File: config.mk
export PLATFORM = sky130hd
export DESIGN_NAME = rotate_req_arbiter
export DESIGN_NICKNAME = d
export VERILOG_FILES = /design/src/rtl/rotate_req_arbiter_pkg.sv /design/src/rtl/rotate_right_32_bit.sv /design/src/rtl/rotate_req_arbiter.sv
export SDC_FILE = /design/constraint.sdc
export NUM_CORES = 1
export LEC_CHECK = 0
export BUFFER_PORTS_ARGS = -buffer_cell sky130_fd_sc_hd__buf_2
export CAP_MARGIN = 20
export CORE_ASPECT_RATIO = 0.7
export CORE_MARGIN = 5
export CORE_UTILIZATION = 40
export DETAILED_ROUTE_END_ITERATION = 10
export GPL_ROUTABILITY_DRIVEN = 1
export PLACE_DENSITY = 0.63
export SYNTH_ARGS = -nofsm -noshare
export SYNTH_HDL_FRONTEND = slang
export SYNTH_SLANG_ARGS = --single-unit
File: constraint.sdc
create_clock -name clock -period 3.5 [get_ports clock]
set_input_delay 0.875 -clock clock [delete_from_list [all_inputs] [get_ports clock]]
set_output_delay 0.875 -clock clock [all_outputs]
set_load 0.005 [all_outputs]
File: src/rtl/rotate_req_arbiter_pkg.sv
// Shared types and constants for the rotate request arbiter.
// Holds the FSM state encoding, datapath widths, the captured-operand payload
// and the rotate-left to rotate-right amount conversion.
package rotate_req_arbiter_pkg;

  localparam int unsigned DATA_W = 32;
  localparam int unsigned AMT_W  = 5;

  typedef enum logic [1:0] {
    IDLE = 2'd0,
    EXEC = 2'd1,
    HOLD = 2'd2
  } state_t;

  // Operand as presented to the rotate-right unit
  typedef struct packed {
    logic [DATA_W-1:0] data;
    logic [AMT_W-1:0]  amt;
  } rot_op_t;

  // Rotate left by n equals rotate right by (32 - n) mod 32; 5-bit wrap handles n = 0
  function automatic logic [AMT_W-1:0] right_amt(input logic [AMT_W-1:0] amt,
                                                 input logic             left);
    return left ? AMT_W'(~amt + AMT_W'(1)) : amt;
  endfunction

endpackage

File: src/rtl/rotate_right_32_bit.sv
// Combinational 32-bit rotate-right unit.
// Ports: data - operand, amt - rotate-right amount (0..31), result - rotated operand.
module rotate_right_32_bit
  import rotate_req_arbiter_pkg::*;
(
  input  logic [DATA_W-1:0] data,
  input  logic [AMT_W-1:0]  amt,
  output logic [DATA_W-1:0] result
);

  // Shifting the doubled word right leaves the rotated value in the low half
  assign result = DATA_W'({data, data} >> amt);

endmodule

File: src/rtl/rotate_req_arbiter.sv
// Round-robin arbiter sharing one rotate-right unit between two requesters.
// Ports:
//   clock, clear      - clock (rising edge), asynchronous active-low reset
//   reqN_valid/ready  - request handshake per requester (ready is combinational)
//   reqN_data/amt/left- operand, rotate amount, direction (1 = left)
//   rsp_valid/ready   - registered result handshake
//   rsp_data, rsp_id  - rotated result and owning requester
//   busy              - operation in flight (state is not IDLE)
module rotate_req_arbiter
  import rotate_req_arbiter_pkg::*;
#(
  parameter int unsigned RESET_PRIO = 0
) (
  input  logic              clock,
  input  logic              clear,
  input  logic              req0_valid,
  output logic              req0_ready,
  input  logic [DATA_W-1:0] req0_data,
  input  logic [AMT_W-1:0]  req0_amt,
  input  logic              req0_left,
  input  logic              req1_valid,
  output logic              req1_ready,
  input  logic [DATA_W-1:0] req1_data,
  input  logic [AMT_W-1:0]  req1_amt,
  input  logic              req1_left,
  output logic              rsp_valid,
  input  logic              rsp_ready,
  output logic [DATA_W-1:0] rsp_data,
  output logic              rsp_id,
  busy
);

  state_t            state_q, state_d;
  rot_op_t           op_q;
  logic              owner_q;
  logic              last_grant_q;
  logic              can_grant_c;
  logic              win1_c;
  logic              grant_c;
  logic              capture_en;
  logic              exec_en;
  logic              release_en;
  logic [DATA_W-1:0] rot_c;

  // A new grant is possible when idle or when the held result leaves this cycle;
  // clear gates it so no ready is issued while in reset
  assign can_grant_c = (state_q == IDLE) || ((state_q == HOLD) && rsp_ready);
  assign grant_c     = clear && can_grant_c && (req0_valid || req1_valid);
  // On a tie the requester that did not win last time gets the grant
  assign win1_c      = req1_valid && (!req0_valid || !last_grant_q);

  // State register
  always_ff @(posedge clock or negedge clear) begin
    if (!clear) state_q <= IDLE;
    else        state_q <= state_d;
  end

  // Next-state logic
  always_comb begin
    state_d = state_q;
    case (state_q)
      IDLE:    if (grant_c) state_d = EXEC;
      EXEC:    state_d = HOLD;
      HOLD:    if (rsp_ready) state_d = grant_c ? EXEC : IDLE;
      default: state_d = IDLE;
    endcase
  end

  // FSM outputs: request readies and datapath enables
  always_comb begin
    req0_ready = 1'b0;
    req1_ready = 1'b0;
    capture_en = 1'b0;
    exec_en    = 1'b0;
    release_en = 1'b0;
    if (grant_c) begin
      req0_ready = !win1_c;
      req1_ready = win1_c;
      capture_en = 1'b1;
    end
    if (state_q == EXEC) exec_en = 1'b1;
    if ((state_q == HOLD) && rsp_ready) release_en = 1'b1;
  end

  assign busy = (state_q != IDLE);

  // Capture the granted operand, converted to a right-rotate amount
  always_ff @(posedge clock or negedge clear) begin
    if (!clear) begin
      op_q         <= '0;
      owner_q      <= 1'b0;
      last_grant_q <= ~1'(RESET_PRIO);
    end else if (capture_en) begin
      op_q.data    <= win1_c ? req1_data : req0_data;
      op_q.amt     <= win1_c ? right_amt(req1_amt, req1_left)
                             : right_amt(req0_amt, req0_left);
      owner_q      <= win1_c;
      last_grant_q <= win1_c;
    end
  end

  rotate_right_32_bit u_rotate (
    .data   (op_q.data),
    .amt    (op_q.amt),
    .result (rot_c)
  );

  // Result register: loaded in EXEC, held until the consumer takes it
  always_ff @(posedge clock or negedge clear) begin
    if (!clear) begin
      rsp_valid <= 1'b0;
      rsp_data  <= '0;
      rsp_id    <= 1'b0;
    end else if (exec_en) begin
      rsp_valid <= 1'b1;
      rsp_data  <= rot_c;
      rsp_id    <= owner_q;
    end else if (release_en) begin
      rsp_valid <= 1'b0;
    end
  end

endmodule

### After elaboration in Yosys (flattened, before gate mapping)

Index checks and enable logic that the tools add are counted.

* bits of input ports: 81
* output and inout bits: 37
* register bits: 75

* bitwise logic cells: 2
* add/subtract/negate cells: 2
* muxes and demuxes: 15
* equality and inequality tests: 4
* shifts and indexed selects: 1
* reduce and logical (&&, ||, !) cells: 14

Operators with widths (count)
* $shr A64 B5 Y32: 1
* $mux W32: 1
* $mux W5: 3
* $add A5 B1 Y5 const B: 2
* $not A5 Y5: 2
* $mux W1: 8
* $pmux W2 S3: 1
* $logic_and A1 B1 Y1: 4
* $mux W2: 2
* $ne A2 B2 Y1 const B: 2
* $reduce_bool A2 Y1: 2
* $logic_not A1 Y1: 3
* $logic_or A1 B1 Y1: 3
* $eq A2 B1 Y1 const B: 1
* $eq A2 B2 Y1 const B: 1
* $logic_not A2 Y1: 1
* $reduce_and A2 Y1: 1

### Logic depth before layout (Yosys ltp)

Gate-level depths: netlist of run 1.

* word-level depth: 8
* depth in mapped cells: 7

### By module

From an unflattened synthesis of run 1, not the netlist that was laid out.

* cells, all modules: 391
* area, all modules: 5336.4 µm²

By module, submodules not included
* rotate_req_arbiter: area an instance 3389.5 µm², cells an instance 275, sequential area each 1878.1 µm², times used 1
* rotate_right_32_bit: area an instance 1946.9 µm², cells an instance 116, sequential area each 0.0 µm², times used 1

### Least setup slack after synthesis of run 1

OpenSTA, ideal clock, no wires.

* kind: input to output
* start point: in req0_valid
* end point: out req0_ready
* arrival time: 1648 ps
* required time: 2625 ps
* slack: 977 ps
* stages: 3
* buffers on the path: 1
* path through: o2111ai_1 -> clkbuf_1 -> nor2_1

* longest elaborated chain between the ends: 5

Ends and longest elaborated chain
* start, declared: RTL line rotate_req_arbiter.sv:16 `input logic req0_valid,`
* $logic_not A1 Y1: RTL line rotate_req_arbiter.sv:50 `assign win1_c = req1_valid && (!req0_valid || !last_grant_q);`
* $logic_or A1 B1 Y1: RTL line rotate_req_arbiter.sv:50
* $logic_and A1 B1 Y1: RTL line rotate_req_arbiter.sv:50
* $logic_not A1 Y1: RTL line rotate_req_arbiter.sv:77 `req0_ready = !win1_c;`
* $mux W1 *: RTL line rotate_req_arbiter.sv:76 `if (grant_c) begin`
* end, declared: RTL line rotate_req_arbiter.sv:17 `output logic req0_ready,`

Every way passes the cells marked *; elsewhere a longest branch is shown, timed or not.

### Worst setup path in the final report of run 1

* start point: in rsp_ready
* end point: out req1_ready

* longest elaborated chain between the ends: 5

Ends and longest elaborated chain
* start, declared: RTL line rotate_req_arbiter.sv:27 `input logic rsp_ready,`
* $logic_and A1 B1 Y1: RTL line rotate_req_arbiter.sv:47 `assign can_grant_c = (state_q == IDLE) || ((state_q == HOLD) && rsp_ready);`
* $logic_or A1 B1 Y1: RTL line rotate_req_arbiter.sv:47
* $logic_and A1 B1 Y1 (2 in series): RTL line rotate_req_arbiter.sv:48 `assign grant_c = clear && can_grant_c && (req0_valid || req1_valid);`
* $mux W1: RTL line rotate_req_arbiter.sv:76
* end, declared: RTL line rotate_req_arbiter.sv:22 `output logic req1_ready,`

No other way between the ends.

==> results of run 1 <==
-- sequential cells by signal, indices dropped and copies added (netlist names) --
signal,flops
op_q,37
rsp_data,32
state_q,2
last_grant_q,1
owner_q,1
rsp_id,1
rsp_valid,1
-- synth_stat cells, types with 2 or more instances --
master	count
a21o_1	2
o21ai_0	2
nor2_1	37
nand2_1	105
buf_2	9
mux2_4	29
nand3b_1	2
inv_1	6
dfrtp_1	74
mux2i_1	3
xnor2_1	4
o22ai_1	64
nor3b_1	2
nand2b_1	6
or3b_1	2
a21oi_1	3
o31ai_1	35
mux4_2	32
ha_1	2
clkbuf_1	32
o21ai_1	5
mux2_1	4
a31oi_1	32
buf_6	4
a21boi_1	2
-- metrics by stage --
| step | util [%] | cell area, µm² | worst slack (ps) | instances |
|---|---|---|---|---|
| finish | 49.0 | 6040 | 800 | 768 |
| global route | 49.0 | 6040 | 741 | 768 |
| CTS | 48.2 | 5950 | 806 | 764 |
| detailed placement | 45.9 | 5660 | 828 | 748 |
| global placement | 45.9 | 5660 | 875 | 748 |
| floorplan | - | 5010 | 977 | 506 |
-- layout by cell type, fill, tap and decap left out, types with 3 or more instances in the layout --
cell type   instances
buf_4              10
clkinvlp_4          3
o22ai_1            64
buf_2             117
inv_1               6
xnor2_1             4
nand2_1           105
mux2_1              4
o31ai_1            35
mux4_2             32
a31oi_1            32
mux2_4             29
clkbuf_16           9
o21ai_1             5
nor2_1             37
dfrtp_1            73
mux2i_1             3
nand2b_1            5
a21oi_1             3
-- path summary, 6_finish.rpt --
check                            start      endpoint  slack (ps)
max reg2reg                    op_q[1]  rsp_data[20]        1080
max                          rsp_ready    req1_ready         800
min reg2reg                rsp_data[0]   rsp_data[0]         480
max in group asynchronous        clear       op_q[1]        1900
min                        rsp_data[0]   rsp_data[0]         480
min in group asynchronous        clear  rsp_data[16]         620
-- where the power goes --
| group | switching, W | internal [W] |
|---|---|---|
| logic | 0.00144 | 0.00124 |
| clock network | 0.000375 | 0.000552 |
| registers | 0.000272 | 0.00119 |
-- kinds of logic after synthesis --
group | Yosys count | synth area share [%]
simple gates | 156 | 12.6
flops | 75 | 37.5
fa+ha+maj | 2 | 0.500
xor+xnor | 4 | 0.700
buf+inv | 54 | 4.95
mux | 68 | 24.6
compound gates | 147 | 19.2
-- layout make-up --
| class | instances | area [µm²] |
|---|---|---|
| Fill cell | 1177 | 6290 |
| Multi-Input combinational cell | 377 | 2890 |
| Sequential cell | 75 | 1880 |
| Timing Repair Buffer | 131 | 751 |
| Clock buffer | 10 | 229 |
| Tap cell | 162 | 203 |
| Clock inverter | 6 | 66.3 |
| Inverter | 7 | 26.3 |
-- layer usage --
metal,global-route usage [%],wire length (µm),share of wire [%],up-vias
met1,32.8,7300,48,2152
met4,4.50,221,1.5,0
met3,4.51,1280,8.5,20
li1,-,-,-,2092
met5,0,0,0,-
met2,27.8,6270,42,245
-- critical path, cell delays in order --
cell,delay [ps]
buf_2,80
nand2b_1,130
o2111ai_1,300
nor2_1,280
buf_2,150
==> run summary, run 1 <==
outcome: completed
largest area contributor in the netlist: dfrtp_1
clk sinks: 75
Post-Syn Nets: 589
Max Fclk: 370 MHz
Die Area: 14900 µm²
Synth Cell Area: 5010 µm²
cells after synthesis: 506
Reg clk slew, reported paths: 60 ps
Setup crit end kind: output pin
leak pwr: 2.66 nW
period utilisation layout: 77.2%
vias in the first global route: 4393
HPWL after DPL: 11200 µm
initial antenna violation count: 0
ys async rst share: 100%
DRT antenna net count: 0
vias per std cell: 5.87
H-tree level count: 3
number of flops mapped to enable cells by yosys: 0
clk_lat worst skew: 340 ps
crit start category: primary input
# Post-CTS Setup Buffers: 0
largest net degree at the start of global routing: 67
hold_ws: 477 ps
chip height: 104 µm
Slew headroom: 26.6%
clk buf depth: 2
hold buffer count at CTS: 0
global-route wire length before repair: 24200 µm
class of the worst hold path: flip-flop to flip-flop
wire length per cell: 19.6 µm
GRT Total Usage: 20.4%
routed wire length: 15100 µm
root buffer cell: clkbuf_16
Syn. warnings: 0
Finish-stage setup viols: 0
I/O pin cnt: 118
Post-route DRC: 0
setup TNS: 0 ps
largest cells by area after synthesis: dfrtp_1 (37%), mux4_2 (14%), mux2_4 (8.7%), o22ai_1 (8.0%), nand2_1 (7.9%)
# rows: 34
layout cells sized above 1: 35.1%
nets: 684
area grow syn2layout: 20.7%
crit path DAT: 1830 ps
CTS tree: built
clk_skew: 4.99 ps
sequential area share after synthesis: 37.5%
total CTS buffers: 9
initial core utilization: 40.6%
Crit Path Class: primary input to output pin
Worst Tran Pin Value: 1100 ps
CP max FO: 6
number of I/O port buffers: 117
reg2reg path depth: 5
Die X: 144 µm
unique cell type count in the Yosys netlist: 33
Final Slew Violations: 0
DRT iter0 DRCs: 441
unrepaired setup endpoints after global routing: no
DR vias: 4509
Peak VDD IR: 325 µV
min cycle time layout: 2700 ps
Post-synth top flop: dfrtp_1
CTS resizes: 0
total gr overflow: 0
area share of the largest cell type after synthesis: 37.0%
Overall Power: 0.00508 W
pwr dens: 840 nW/µm²
hold depth: 2
Max Cap Violations: 0
Synth Register Bits: 75
mean area per synthesized cell: 9.90 µm²
Critical Path RT: 2620 ps
Core Box Area: 12300 µm²
antenna fix cells: 0
gpl congestion: 0.950
Final Hold Fails: 0
first-pass iteration count of the detailed router: 5
Note: power is estimated with default switching activity, not from simulation.
==> run 2, diff against run 1 <==
PLACE_DENSITY = 0.66   (was 0.63)
clock period = 2.3 ns   (was 3.5 ns; I/O delays follow)
==> run summary, run 2 (synthesis results as in run 1) <==
outcome: completed
R2R Setup Slk: 180 ps
Max Cap Violations: 0
DR vias: 4414
Crit Path Class: flip-flop to flip-flop
reg-to-reg endpoint: rsp_data[30]
vias per std cell: 5.72
# Post-CTS Setup Buffers: 0
min cycle time layout: 2120 ps
fin util: 49.5%
CTS tree: built
DRT antenna net count: 0
Max Fclk: 473 MHz
total CTS buffers: 9
largest net degree at the start of global routing: 65
pwr dens: 1280 nW/µm²
Psw: 0.00308 W
Top reg by flops: op_q
total gr overflow: 0
Fill cells: 1140
Comb power frac: 50.8%
Worst Tran Pin Value: 603 ps
CP max FO: 8
Finish-stage setup viols: 0
Buf/Inv on CP: 1
Die X: 144 µm
Setup crit end kind: flip-flop
Slew headroom: 59.8%
Final Hold Fails: 0
I/O pin cnt: 118
routed wire length: 15100 µm
H-tree level count: 3
layout cells sized above 1: 35.7%
clk sinks: 75
initial antenna violation count: 0
clock share of power: 20.4%
global-route wire length before repair: 24500 µm
Post-route DRC: 0
Switching Share: 39.3%
clk_skew: 5.77 ps
first-pass iteration count of the detailed router: 5
Critical Path, Cell by Cell: buf_4 > mux2_4 > mux4_2 > o22ai_1 > o31ai_1
clk_lat worst skew: 330 ps
leak pwr: 2.70 nW
Core Box Area: 12300 µm²
Post-DP Area: 5770 µm²
crit start category: flip-flop
gpl congestion: 0.945
HPWL after DPL: 11600 µm
Regs by FF count: op_q (37), rsp_data (32), state_q (2)
wire length per cell: 19.5 µm
initial core utilization: 40.6%
Sequential Power Share: 28.7%
Pint: 0.00476 W
unrepaired setup endpoints after global routing: no
Overall Power: 0.00784 W
root buffer cell: clkbuf_16
Peak VDD IR: 575 µV
chip height: 104 µm
setup TNS: 0 ps
Critical Path RT: 2490 ps
CTS resizes: 0
max reg flops: 37
antenna fix cells: 0
number of I/O port buffers: 117
Reg clk slew, reported paths: 60 ps
reg2reg path depth: 5
commonest non-fill, non-tap cell in the layout: buf_2
cell family with most CP delay: multiplexers
clk buf depth: 2
hold buffer count at CTS: 0
# rows: 34
launching point of the worst reg2reg path: op_q[1]
CP max stage cell: mux4_2
commonest cells after routing, fill and taps aside: buf_2 (117), nand2_1 (105), dfrtp_1 (73)
Die Area: 14900 µm²
class of the worst hold path: primary input to async pin
DRT iter0 DRCs: 286
Final Slew Violations: 0
crit path DAT: 2300 ps
hold_ws: 342 ps
vias in the first global route: 4401
nets: 688
final instance area: 6110 µm²
GRT Total Usage: 20.7%
period utilisation layout: 92.0%
area grow syn2layout: 22.0%
max incr delay on CP: 530 ps
[run 2: per-stage QoR]
stage          worst slack, ps  cells
6_report                   185    772
5_1_grt                   99.5    772
4_1_cts                    203    772
3_5_place_dp               213    756
3_3_place_gp               227    756
2_1_floorplan              377    506
[run 2: how the worst max path moves through the flow]
stage                    start      endpoint  depth (start not counted)
floorplan           req0_valid    req0_ready                          3
global placement       op_q[1]  rsp_data[30]                          5
detailed placement     op_q[1]  rsp_data[30]                          5
CTS                    op_q[1]  rsp_data[30]                          5
global route           op_q[1]  rsp_data[30]                          5
finish                 op_q[1]  rsp_data[30]                          5
[run 2: area by class of cell]
cell class                      count  area (µm²)  area share, %
Multi-Input combinational cell    377        2890           47.3
Clock buffer                        9         225           3.69
Clock inverter                      7         116           1.90
Inverter                            7        26.3          0.430
Sequential cell                    75        1880           30.8
Tap cell                          162         203           3.32
Timing Repair Buffer              135         771           12.6
[run 2: routing by layer]
layer  share of wire [%]  GRT usage, %  vias to the layer above
met1                  48          33.0                     2101
li1                    -             -                     2101
met5                   0             0                        -
met4                0.90          4.70                        0
met2                  43          28.3                      204
met3                 7.9          4.88                        8
[run 2: worst register-to-register path, stage by stage (launching register included)]
cell     delay [ps]
dfrtp_2         480
buf_4           240
mux2_4          340
mux4_2          540
o22ai_1         260
o31ai_1         110
[run 2: power by group through the flow]
stage	Clock [W]	Combinational (W)	Sequential [W]
2_1_floorplan	0	0.00277	0.00212
3_3_place_gp	0	0.00395	0.00226
3_5_place_dp	0	0.00398	0.00228
4_1_cts	0.00163	0.00398	0.00226
5_1_grt	0.00168	0.00435	0.00232
6_report	0.00160	0.00399	0.00226
==> run 3, diff against run 2 <==
BUFFER_PORTS_ARGS = default   (was -buffer_cell sky130_fd_sc_hd__buf_2)
DONT_BUFFER_PORTS = 1   (was default)
GPL_TIMING_DRIVEN = 0   (was default)
PLACE_DENSITY = 0.57   (was 0.66)
clock period = 1.75 ns   (was 2.3 ns; I/O delays follow)
==> run summary, run 3 (synthesis results as in run 1) <==
min cycle time layout: 2060 ps
crit start category: flip-flop
fin util: 48.4%
Finish-stage setup viols: 32
leak pwr: 2.37 nW
Post-DP Area: 5210 µm²
Max Fclk: 486 MHz
total gr overflow: 0
DRT iter0 DRCs: 334
violated checks: negative hold slack, negative setup slack
unrepaired setup endpoints after global routing: yes
DRT antenna net count: 0
wire length per cell: 23.9 µm
Peak VDD IR: 632 µV
initial antenna violation count: 0
first-pass iteration count of the detailed router: 5
class of the worst hold path: primary input to async pin
number of I/O port buffers: 0
hold_ws: -212 ps
crit path DAT: 2270 ps
PnR worst setup slack: -309 ps
final instance area: 5970 µm²
clk_skew: 9.20 ps
pwr dens: 1820 nW/µm²
Core Box Area: 12300 µm²
total CTS buffers: 9
DR vias: 4417
largest net degree at the start of global routing: 77
global-route wire length before repair: 25800 µm
H-tree level count: 3
GRT Total Usage: 22.0%
Regs by FF count: op_q (37), rsp_data (32), state_q (2)
clk_lat worst skew: 340 ps
Overall Power: 0.0109 W
nets: 603
initial core utilization: 40.6%
Post-route DRC: 0
CP max FO: 10
Final Hold Fails: 75
area grow syn2layout: 19.2%
vias per std cell: 6.43
Worst Tran Pin Value: 778 ps
# rows: 34
commonest cells after routing, fill and taps aside: nand2_1 (104), dfrtp_1 (74), o22ai_2 (47)
Critical Path, Cell by Cell: buf_6 > buf_12 > mux2_4 > mux4_2 > o22ai_2 > o31ai_1
CP max stage cell: mux4_2
root buffer cell: clkbuf_16
Critical Path RT: 1960 ps
CTS tree: built
antenna fix cells: 0
Reg clk slew, reported paths: 60 ps
Die X: 144 µm
Slew headroom: 48.2%
chip height: 104 µm
max reg flops: 37
clk buf depth: 2
I/O pin cnt: 118
HPWL after DPL: 12200 µm
layout cells sized above 1: 31.6%
vias in the first global route: 4570
Top reg by flops: op_q
Crit Path Class: flip-flop to flip-flop
commonest non-fill, non-tap cell in the layout: nand2_1
period utilisation layout: 118%
Final Slew Violations: 0
Setup crit end kind: flip-flop
Max Cap Violations: 0
routed wire length: 16400 µm
max incr delay on CP: 620 ps
clk sinks: 75
Die Area: 14900 µm²
gpl congestion: 0.989
outcome: complete, but fails checks
-- run 3: final timing paths --
path | end | slack (ps) | from | cells past startpoint
min in group clock | op_q[16] | 240 | req0_data[11] | 2
setup / recovery | rsp_data[27] | -310 | op_q[1] | 6
hold reg to reg | owner_q | 490 | owner_q | 1
hold / removal | op_q[26] | -210 | clear | 0
setup reg to reg | rsp_data[27] | -310 | op_q[1] | 6
max in group asynchronous | last_grant_q | 1780 | clear | 0
-- run 3: worst max-delay path, delay by kind of cell, from the launching register on --
family | cells | cell delay (ps)
AO/OA/AOI/OAI | 2 | 310
buffers and inverters | 2 | 290
flip-flops | 1 | 370
multiplexers | 2 | 950
-- run 3: through the flow --
stage               setup WS (ps)  TNS, ps  std cells
floorplan                   -54.7    -1640        506
global placement             -267   -14240        668
detailed placement           -295   -15250        668
CTS                          -267    -7800        684
global route                 -365    -9940        687
finish                       -309    -8670        687
-- run 3: cell type report --
type | count | area, µm²
inverters | 7 | 26.3
clock inverters | 7 | 92.6
plain buffers | 47 | 280
well taps | 162 | 203
repair buffers | 3 | 22.5
clock buffers | 9 | 225
flip-flops and latches | 75 | 1880
fillers | 1128 | 6370
multi-input cells | 377 | 3240
-- run 3: timing repair --
| item | 4_1_cts | 5_1_grt |
|---|---|---|
| resized for setup | 48 | 43 |
| setup endpoints to repair | 66 | 56 |
| setup buffers | 0 | 3 |
| hold endpoints to repair | 75 | 75 |
| pin swaps | 6 | 9 |
-- run 3: where the power goes --
part / internal [W] / switching (W)
clock network: 0.00124 / 0.000743
logic: 0.00253 / 0.00338
registers: 0.00239 / 0.000580
-- run 3: routing by layer --
metal	part of all wire, %	wire length (µm)	up-vias	global-route usage (%)
met3	11	1770	39	7.92
met1	45	7460	2183	32.4
met2	41	6790	262	29.8
met5	0	0	-	0
met4	2.4	389	0	7.26
li1	-	-	1933	-
